**src/rtl/pc_step_fetch.sv**
```systemverilog
// Single-step fetch stage: turns debouncer PC strobes into one ROM read each and
// holds the result for the decoder. Optional `AUTO_RUN_EN adds a run input that
// auto-increments the PC after each accepted instruction.
module pc_step_fetch #(
  parameter int          PC_W     = 8,
  parameter int          INSTR_W  = 16,
  parameter int unsigned RESET_PC = 0,
  parameter int          CNT_W    = 16
) (
  input  logic               clk,
  input  logic               resetpin,
`ifdef AUTO_RUN_EN
  input  logic               run,
`endif
  input  logic [PC_W-1:0]    pc_in,
  input  logic               pc_in_stb,
  output logic               mem_rd_en,
  output logic [PC_W-1:0]    mem_addr,
  input  logic [INSTR_W-1:0] mem_rdata,
  output logic [INSTR_W-1:0] instr,
  output logic [PC_W-1:0]    instr_pc,
  output logic               instr_valid,
  input  logic               instr_ready,
  output logic [PC_W-1:0]    pc_out,
  output logic               busy,
  output logic               overrun,
  output logic [CNT_W-1:0]   fetch_count
);

  typedef enum logic [1:0] {IDLE, FETCH, WAIT, HOLD} state_t;

  state_t             state_q, state_d;
  logic [PC_W-1:0]    pc_q, pc_d, ipc_q, ipc_d, pend_pc_q, pend_pc_d;
  logic               pend_vld_q, pend_vld_d, vld_q, vld_d, ovr_q, ovr_d;
  logic [INSTR_W-1:0] instr_q, instr_d;
  logic [CNT_W-1:0]   cnt_q, cnt_d;
  logic               hs, run_i;

`ifdef AUTO_RUN_EN
  assign run_i = run;
`else
  assign run_i = 1'b0;
`endif

  always_comb begin
    state_d    = state_q;
    pc_d       = pc_q;
    ipc_d      = ipc_q;
    instr_d    = instr_q;
    vld_d      = vld_q;
    pend_vld_d = pend_vld_q;
    pend_pc_d  = pend_pc_q;
    ovr_d      = ovr_q;
    cnt_d      = cnt_q;
    hs         = vld_q & instr_ready;

    case (state_q)
      IDLE: begin
        if (pend_vld_q) begin
          pc_d       = pend_pc_q;
          pend_vld_d = 1'b0;
          state_d    = FETCH;
        end else if (pc_in_stb) begin
          pc_d    = pc_in;
          state_d = FETCH;
        end
      end
      FETCH: state_d = WAIT;
      WAIT: begin
        instr_d = mem_rdata;
        ipc_d   = pc_q;
        vld_d   = 1'b1;
        state_d = HOLD;
      end
      HOLD: begin
        if (hs) begin
          vld_d = 1'b0;
          cnt_d = (&cnt_q) ? cnt_q : cnt_q + CNT_W'(1);
          // A queued or same-cycle strobe outranks auto-increment.
          if (run_i && !pend_vld_q && !pc_in_stb) begin
            pc_d    = pc_q + PC_W'(1);
            state_d = FETCH;
          end else begin
            state_d = IDLE;
          end
        end
      end
      default: state_d = IDLE;
    endcase

    // Strobes not consumed directly from IDLE land in the one-entry pending slot.
    if (pc_in_stb && (state_q != IDLE || pend_vld_q)) begin
      if (pend_vld_q && state_q != IDLE) ovr_d = 1'b1;
      pend_vld_d = 1'b1;
      pend_pc_d  = pc_in;
    end
  end

  always_ff @(posedge clk or posedge resetpin) begin
    if (resetpin) begin
      state_q    <= IDLE;
      pc_q       <= PC_W'(RESET_PC);
      ipc_q      <= '0;
      instr_q    <= '0;
      vld_q      <= 1'b0;
      pend_vld_q <= 1'b0;
      pend_pc_q  <= '0;
      ovr_q      <= 1'b0;
      cnt_q      <= '0;
    end else begin
      state_q    <= state_d;
      pc_q       <= pc_d;
      ipc_q      <= ipc_d;
      instr_q    <= instr_d;
      vld_q      <= vld_d;
      pend_vld_q <= pend_vld_d;
      pend_pc_q  <= pend_pc_d;
      ovr_q      <= ovr_d;
      cnt_q      <= cnt_d;
    end
  end

  assign mem_rd_en   = (state_q == FETCH);
  assign mem_addr    = mem_rd_en ? pc_q : '0;
  assign instr       = instr_q;
  assign instr_pc    = ipc_q;
  assign instr_valid = vld_q;
  assign pc_out      = pc_q;
  assign busy        = (state_q != IDLE);
  assign overrun     = ovr_q;
  assign fetch_count = cnt_q;

endmodule

```
**config.mk**
```make
export PLATFORM = sky130hd
export DESIGN_NAME = pc_step_fetch
export DESIGN_NICKNAME = d
export VERILOG_FILES = /design/src/rtl/pc_step_fetch.sv
export SDC_FILE = /design/constraint.sdc
export NUM_CORES = 1
export LEC_CHECK = 0
export CORE_MARGIN = 10
export CORE_UTILIZATION = 31
export DETAILED_ROUTE_END_ITERATION = 6
export PLACE_DENSITY = 0.57
export REMOVE_ABC_BUFFERS = 1
export SLEW_MARGIN = 20
export SYNTH_ARGS = -nofsm -noshare
export SYNTH_HDL_FRONTEND = slang
export SYNTH_SLANG_ARGS = --single-unit
```
**constraint.sdc**
```tcl
create_clock -name clk -period 3.8 [get_ports clk]
set_input_delay 0.76 -clock clk [delete_from_list [all_inputs] [get_ports clk]]
set_output_delay 0.76 -clock clk [all_outputs]
set_load 0.02 [all_outputs]
```
* Word level (Yosys, flattened, before mapping)
Cells that the tools add are included.
** Storage, ports and cells
- Flip-flop bits (word level) :: 61
- Latch bits :: 0
- Memory bits (writable) :: 0
- ROM bits :: 0
- Input port bits :: 28
- Output and inout bits :: 60
- Word-level logic and storage cells :: 42
- Memories :: 0
** Operators by class
- Add/subtract/negate cells :: 1
- $mul :: 0
- Divide/modulo/power cells :: 0
- Order comparisons :: 0
- Eq/ne operators :: 5
- Shifts and indexed selects :: 0
- Mux-type cells :: 11
- Bitwise gates (word level) :: 2
- Reductions and logical operators :: 14
** Operators with widths (count)
- $mux W8 :: 3
- $add A16 B1 Y16 const B :: 1
- $reduce_and A16 Y1 :: 1
- $pmux W2 S4 :: 1
- $reduce_and A2 Y1 :: 4
- $reduce_bool A2 Y1 :: 4
- $mux W2 :: 3
- $eq A2 B2 Y1 const B :: 2
- $mux W1 :: 3
- $ne A3 B3 Y1 const B :: 1
- $reduce_and A3 Y1 :: 1
- $eq A2 B1 Y1 const B :: 1
- $logic_and A1 B1 Y1 :: 2
- $logic_not A2 Y1 :: 1
- $ne A2 B2 Y1 const B :: 1
- $pmux W1 S2 :: 1
- $and A1 B1 Y1 :: 1
- $logic_or A1 B1 Y1 :: 1
- $not A1 Y1 :: 1

* Depth between registers and ports, before layout
Gate-level depths: netlist (run 1).
- Depth in word-level cells :: 4
- Mapped depth :: 6
- Mapped depth without buffers :: 5

* Least setup slack after synthesis (run 1)
No wires, ideal clock.
- Path kind :: register -> register
- From :: register cnt_q[0] (netlist: fetch_count[0])
- To :: register cnt_q[1] (netlist: fetch_count[1])
- Data arrival time :: 1.891 ns
- Data required time :: 3.675 ns
- Path slack :: 1.784 ns
- Cell stages (with the launch flop) :: 6
- Clock period less this slack :: 2.016 ns
- Cell sequence :: dfrtp_1 > ha_1 > nand4_1 > or4_4 > and2_4 > mux2_4
** On the way
- Cells in the longest elaborated chain, start to end :: 3
- Elaborated cells between the ends (all ways) :: 4
- Those cells by class :: add/sub (1); bitwise (1); reduce/logical (2)
** Ends and longest elaborated chain
- from (decl) :: RTL line 36 : logic [CNT_W-1:0] cnt_q, cnt_d;
- from (signal assigned) :: RTL line 119 : cnt_q <= cnt_d;
- parallel branches: the longest is 3 deep, another holds $add A16 B1 Y16
Parallel ways; which one is timed is not known.
A chain may end at the register's enable or synchronous reset.

* Worst setup path after layout (run 1)
- From :: register state_q[0]
- To :: output port busy
** On the way
- Cells in the longest elaborated chain, start to end :: 1
** Ends and longest elaborated chain
- from (decl) :: RTL line 32 : state_t state_q, state_d;
- from (signal assigned) :: RTL line 111 : state_q <= state_d;
- $reduce_bool A2 Y1 :: RTL line 129 : assign busy = (state_q != IDLE);
- to (decl) :: RTL line 25 : output logic busy,
No other way between the ends.

==> results of run 1 <==
flip-flops by register name (all words and copies together) (netlist names):
register,cells
pend_pc_q,8
pc_out,8
fetch_count,16
pend_vld_q,1
overrun,1
instr_pc,8
instr,16
instr_valid,1
state_q,2
final cells by class:
class	count	area [µm²]	share of cell area, %
sequential	61	1526	39.22
multi-input combinational	147	1119	28.74
timing repair buffer	89	885.9	22.76
clock buffer	12	145.1	3.729
tap	108	135.1	3.472
clock inverter	4	47.55	1.221
inverter	9	33.78	0.8679
cells in the final DEF, fill, tap and decap left out, types with 2 or more instances in the layout:
master | Yosys | layout
dfrtp_1 | 61 | 61
and2_1 | 8 | 8
nor4_1 | 4 | 4
clkbuf_1 | 5 | 2
xor2_1 | 7 | 7
mux2_2 | 34 | 34
nand3_1 | 6 | 6
nand2_1 | 16 | 16
clkdlybuf4s50_1 | 0 | 87
buf_4 | 0 | 2
nor2_1 | 4 | 4
or2_2 | 2 | 2
and3b_1 | 6 | 6
o21ai_0 | 12 | 12
ha_1 | 5 | 5
a22oi_1 | 3 | 3
nand4_1 | 6 | 6
a21oi_1 | 10 | 10
inv_1 | 8 | 7
clkbuf_8 | 0 | 10
clkinv_2 | 0 | 2
nand4_2 | 2 | 2
and3_1 | 3 | 3
nor3_1 | 3 | 3
logic make-up after synthesis:
| family | Yosys count | synth area share [%] |
|---|---|---|
| mux | 36 | 15.07 |
| flops | 61 | 56.40 |
| simple gates | 64 | 13.87 |
| fa+ha+maj | 5 | 2.312 |
| xor+xnor | 8 | 2.589 |
| buf+inv | 16 | 2.265 |
| compound gates | 34 | 7.490 |
layer usage:
metal | vias up | part of all wire (%)
met5 | - | 0
met4 | 0 | 1.1
met3 | 4 | 6.1
met2 | 56 | 50
met1 | 972 | 43
li1 | 992 | -
worst paths after layout:
check                            endpoint  cells after the start  slack [ns]           start
setup / recovery                     busy                      4        1.05      state_q[0]
hold / removal                   instr[7]                      1        0.51        instr[7]
setup reg to reg           fetch_count[1]                      5        1.74  fetch_count[0]
hold reg to reg                  instr[7]                      1        0.51        instr[7]
max in group asynchronous        instr[9]                      3        2.15        resetpin
min in group asynchronous        instr[3]                      2        0.77        resetpin
where the power goes:
part / switching (µW) / internal, µW / total [µW]
Sequential: 189 / 883 / 1070
Clock: 243 / 319 / 562
Combinational: 675 / 714 / 1390
Total: 1110 / 1920 / 3020
worst max-delay path: cells and delay by family (launching register included):
family                   cells  cell delay [ns]
buffers and inverters        3             0.98
flip-flops                   1             0.41
adder cells (fa/ha/maj)      1             0.27
stage by stage:
stage,total power (µW),util (%),setup WS (ns),std cells,hold slack (ns)
after global routing,3233,45.30,0.8678,430,0.5242
after floorplan,1833,-,1.527,217,0.4798
after detailed placement,2505,43.05,1.372,414,0.4928
after global placement,2483,43.05,1.437,414,0.4786
after CTS,3074,45.30,1.014,430,0.5105
final,3023,45.30,1.052,430,0.5073
==> flow_summary.toml, run 1 <==
[run_status]
status = "finished clean"

[logic_synthesis]
yosys-top-cells-count = "dfrtp_1, mux2_2, nand2_1, o21ai_0, a21oi_1"
ys_top_cells_by_area = "dfrtp_1, mux2_2, ha_1"
ys.flop_type = "dfrtp_1"
yosysTopAreaCellShare_pct = 56.40
synth_area_mm2 = 0.002706
synth_most_common_cell = "dfrtp_1"
yosys_warnings = 0
ys_async_sr_fraction_pct = 100.0
post-synth-top-area-cell = "dfrtp_1"
syn_avg_cell_area_um2 = 12.08
synth.distinct_cells = 39
yosysSeqAreaShare_pct = 56.40
synth_edf_count = 0
syn_inst = 224
synth-seq-cells = 61

[cts]
cts_tree = "yes"
cts_hold_buf = 0
post_cts_resized = 0
cts_setup_buffers = 0
clk_pin_slew_ns = 0.06
clkLatencyLatePin_ns = 0.33
clk_path_buf_depth = 2
cts-root-buf = "clkbuf_8"
h-tree-depth = 3
cts_buffers = 9
cts_sinks = 61

[global_routing]
first_global_vias = 2039
grt_use_met2_pct = 17.93
met1_usage_pct = 12.71
gr-usage-met3_pct = 4.094
antenna_found_initial = 0
grt_max_degree = 40
gr-usage-all-layers_pct = 10.88
grt_pass1_wl_um = 11180
grt_overflow = 0
grt_busiest_layer = "met2"

[layout]
area_growth_pct = 43.83
final_area_mm2 = 0.003892
diodes = 0
fillers = 815
drive_gt1_share_pct = 18.32
fin_nets = 350

[power]
leakagePower_uw = 0.001681
ir_worst_vdd_uv = 264.0
p_per_area_mw_per_mm2 = 776.7

[detailed_routing]
dr.pass1.iters = 4
routed_wl_um = 6865
avgViaCountPerCell = 4.707
drcViolationCount = 0
wl_per_cell_um = 15.97
ant_nets = 0
num_vias = 2024
first_iter_violations = 56

[die]
die_x_um = 113.4
dieArea_mm2 = 0.01287
initial_core_util_pct = 31.49
die_h_um = 113.4
io_pins = 88
fp-row-count = 34
core_area_mm2 = 0.008593

[critical_path]
setup.worst_path.start_class = "flop"
path_cells = "inv_1, ha_1, clkinv_1, clkdlybuf4s50_1"
cp.required_ns = 3.04
slowest_stage = "clkdlybuf4s50_1"
cp_max_fo = 10
crit_arrival_ns = 1.99
slowest_delay_ns = 0.62
worstSetupEndpointType = "output port"
crit_type = "flop to output port"

[sta]
grt_setup_unrepaired = "false"
clock.fmax_mhz = 363.8
slew_headroom_pct = 41.07
hold_viol_final = 0
drv_slew = 0
finalCritPeriodShare_pct = 72.33
setup-violations-final = 0
setup_tns_ns = 0
max_slew.worst_pin.slew_ns = 0.8759
clock_skew_ns = 0.009410
period_needed_ns = 2.748

[placement]
placedInstanceArea_mm2 = 0.003700
place.port_buffers = 87
dp_hpwl_um = 5209
place.gp.congestion = 0.7940

[hold_path]
hp-class = "flop to flop"

[job]
cap_violations = 0
No activity file was read; power rests on OpenSTA's default activity.
==> inputs of run 2 (changes only) <==
- clock period: 3.8 -> 2.6 ns (I/O delays scaled with it)
==> run 2 against run 1 <==
  * Via count grew 0.25%
  * Clock-buffer cell count shrank 3
  * Sequential share of layout area shrank 0.34 points
  * Wire length is the same
  * Design area grew 0.87%
  * Largest power group unchanged
==> flow_summary.toml, run 2 (synthesis gave the netlist of run 1 again) <==
[cts]
cts_buffers = 9
post_cts_resized = 0
cts_setup_buffers = 0
cts_sinks = 61
clkLatencyLatePin_ns = 0.34
h-tree-depth = 3
clk_path_buf_depth = 2
cts_hold_buf = 0
clk_pin_slew_ns = 0.07
cts_tree = "yes"
cts-root-buf = "clkbuf_8"

[critical_path]
r2r_start = "fetch_count[0]"
cp.required_ns = 2.08
worstSetupEndpointType = "output port"
crit_arrival_ns = 1.91
cp_max_fo = 9
crit_type = "flop to output port"
reg2reg_depth = 5
setup.worst_path.start_class = "flop"
r2r_slack_ns = 0.52
rr_endpoint = "fetch_count[1]"

[layout]
area_growth_pct = 45.08
final_area_mm2 = 0.003926
layout_commonest_cell = "clkdlybuf4s50_1"
mostFrequentLayoutCells = "clkdlybuf4s50_1, dfrtp_1, mux2_2, nand2_1, o21ai_0"
fin_nets = 352
diodes = 0
drive_gt1_share_pct = 19.44

[sta]
hold_ws_ns = 0.4816
grt_setup_unrepaired = "false"
max_slew.worst_pin.slew_ns = 0.5504
hold_viol_final = 0
fin_ws_ns = 0.1655
clock.fmax_mhz = 410.8
finalCritPeriodShare_pct = 93.63
clock_skew_ns = 0.01130
slew_headroom_pct = 63.06
setup-violations-final = 0
period_needed_ns = 2.434
setup_tns_ns = 0
drv_slew = 0

[power]
leakagePower_uw = 0.001691
ir_worst_vdd_uv = 452.0
power.total_uw = 4449
p_per_area_mw_per_mm2 = 1133

[die]
die_h_um = 113.4
dieArea_mm2 = 0.01287
core_area_mm2 = 0.008593
io_pins = 88
initial_core_util_pct = 31.49
fp-row-count = 34
die_x_um = 113.4

[placement]
placedInstanceArea_mm2 = 0.003727
place.port_buffers = 87
place.gp.congestion = 0.7930
dp_hpwl_um = 5080
dpl_worst_slack_ns = 0.4335

[detailed_routing]
wl_met2_um = 3444
routed_wl_um = 6865
wl_per_cell_um = 15.89
num_vias = 2029
top_layer = "met4"
avgViaCountPerCell = 4.697
wl_met3_um = 369
ant_nets = 0
first_iter_violations = 84
wl_met1_um = 2965
drcViolationCount = 0
dr.pass1.iters = 4

[global_routing]
gr-usage-all-layers_pct = 10.82
grt_max_degree = 62
grt_overflow = 0
grt_pass1_wl_um = 11170
antenna_found_initial = 0
first_global_vias = 2062

[hold_path]
min_from = "overrun"
hp-class = "flop to flop"
holdPathEnd = "overrun"
hold_depth = 1

[job]
cap_violations = 0

[run_status]
status = "finished clean"
[run 2: worst max path at each step]
stage,startpoint,endpoint,slack [ns],depth (start not counted)
floorplan,resetpin,fetch_count[0],0.57,1
detailed placement,instr_ready,fetch_count[8],0.43,5
global placement,instr_ready,fetch_count[8],0.48,5
finish,state_q[1],mem_addr[3],0.17,4
global route,state_q[1],mem_addr[3],0.05,4
CTS,state_q[1],mem_addr[3],0.12,4
[run 2: power breakdown]
part,switching [µW],internal [µW],leakage (µW)
clock network,391,445,0.0000918
logic,988,1060,0.000859
registers,277,1290,0.000740
[run 2: final cells by class]
cell class / count / area [µm²]
Clock buffer: 9 / 123.9
Sequential cell: 61 / 1526
Tap cell: 108 / 135.1
Fill cell: 807 / 4667
Timing Repair Buffer: 91 / 913.4
Multi-Input combinational cell: 147 / 1119
Inverter: 9 / 33.78
Clock inverter: 7 / 75.07
[run 2: critical path, cell delays in order, from the launching register on]
cell,delay [ns]
dfrtp_1,0.40
inv_1,0.10
ha_1,0.30
and2_1,0.16
clkdlybuf4s50_1,0.63
[run 2: metrics by stage]
| step | std cells | utilization [%] |
|---|---|---|
| 2_1_floorplan | 217 | - |
| 3_3_place_gp | 416 | 43.38 |
| 3_5_place_dp | 416 | 43.38 |
| 4_1_cts | 432 | 45.69 |
| 5_1_grt | 432 | 45.69 |
| 6_report | 432 | 45.69 |
[run 2: layer usage]
metal  up-vias  GRT usage (%)
met1       971          12.90
met4         0          4.315
met5         -              0
met3         5          3.570
met2        60          17.63
li1        993              -
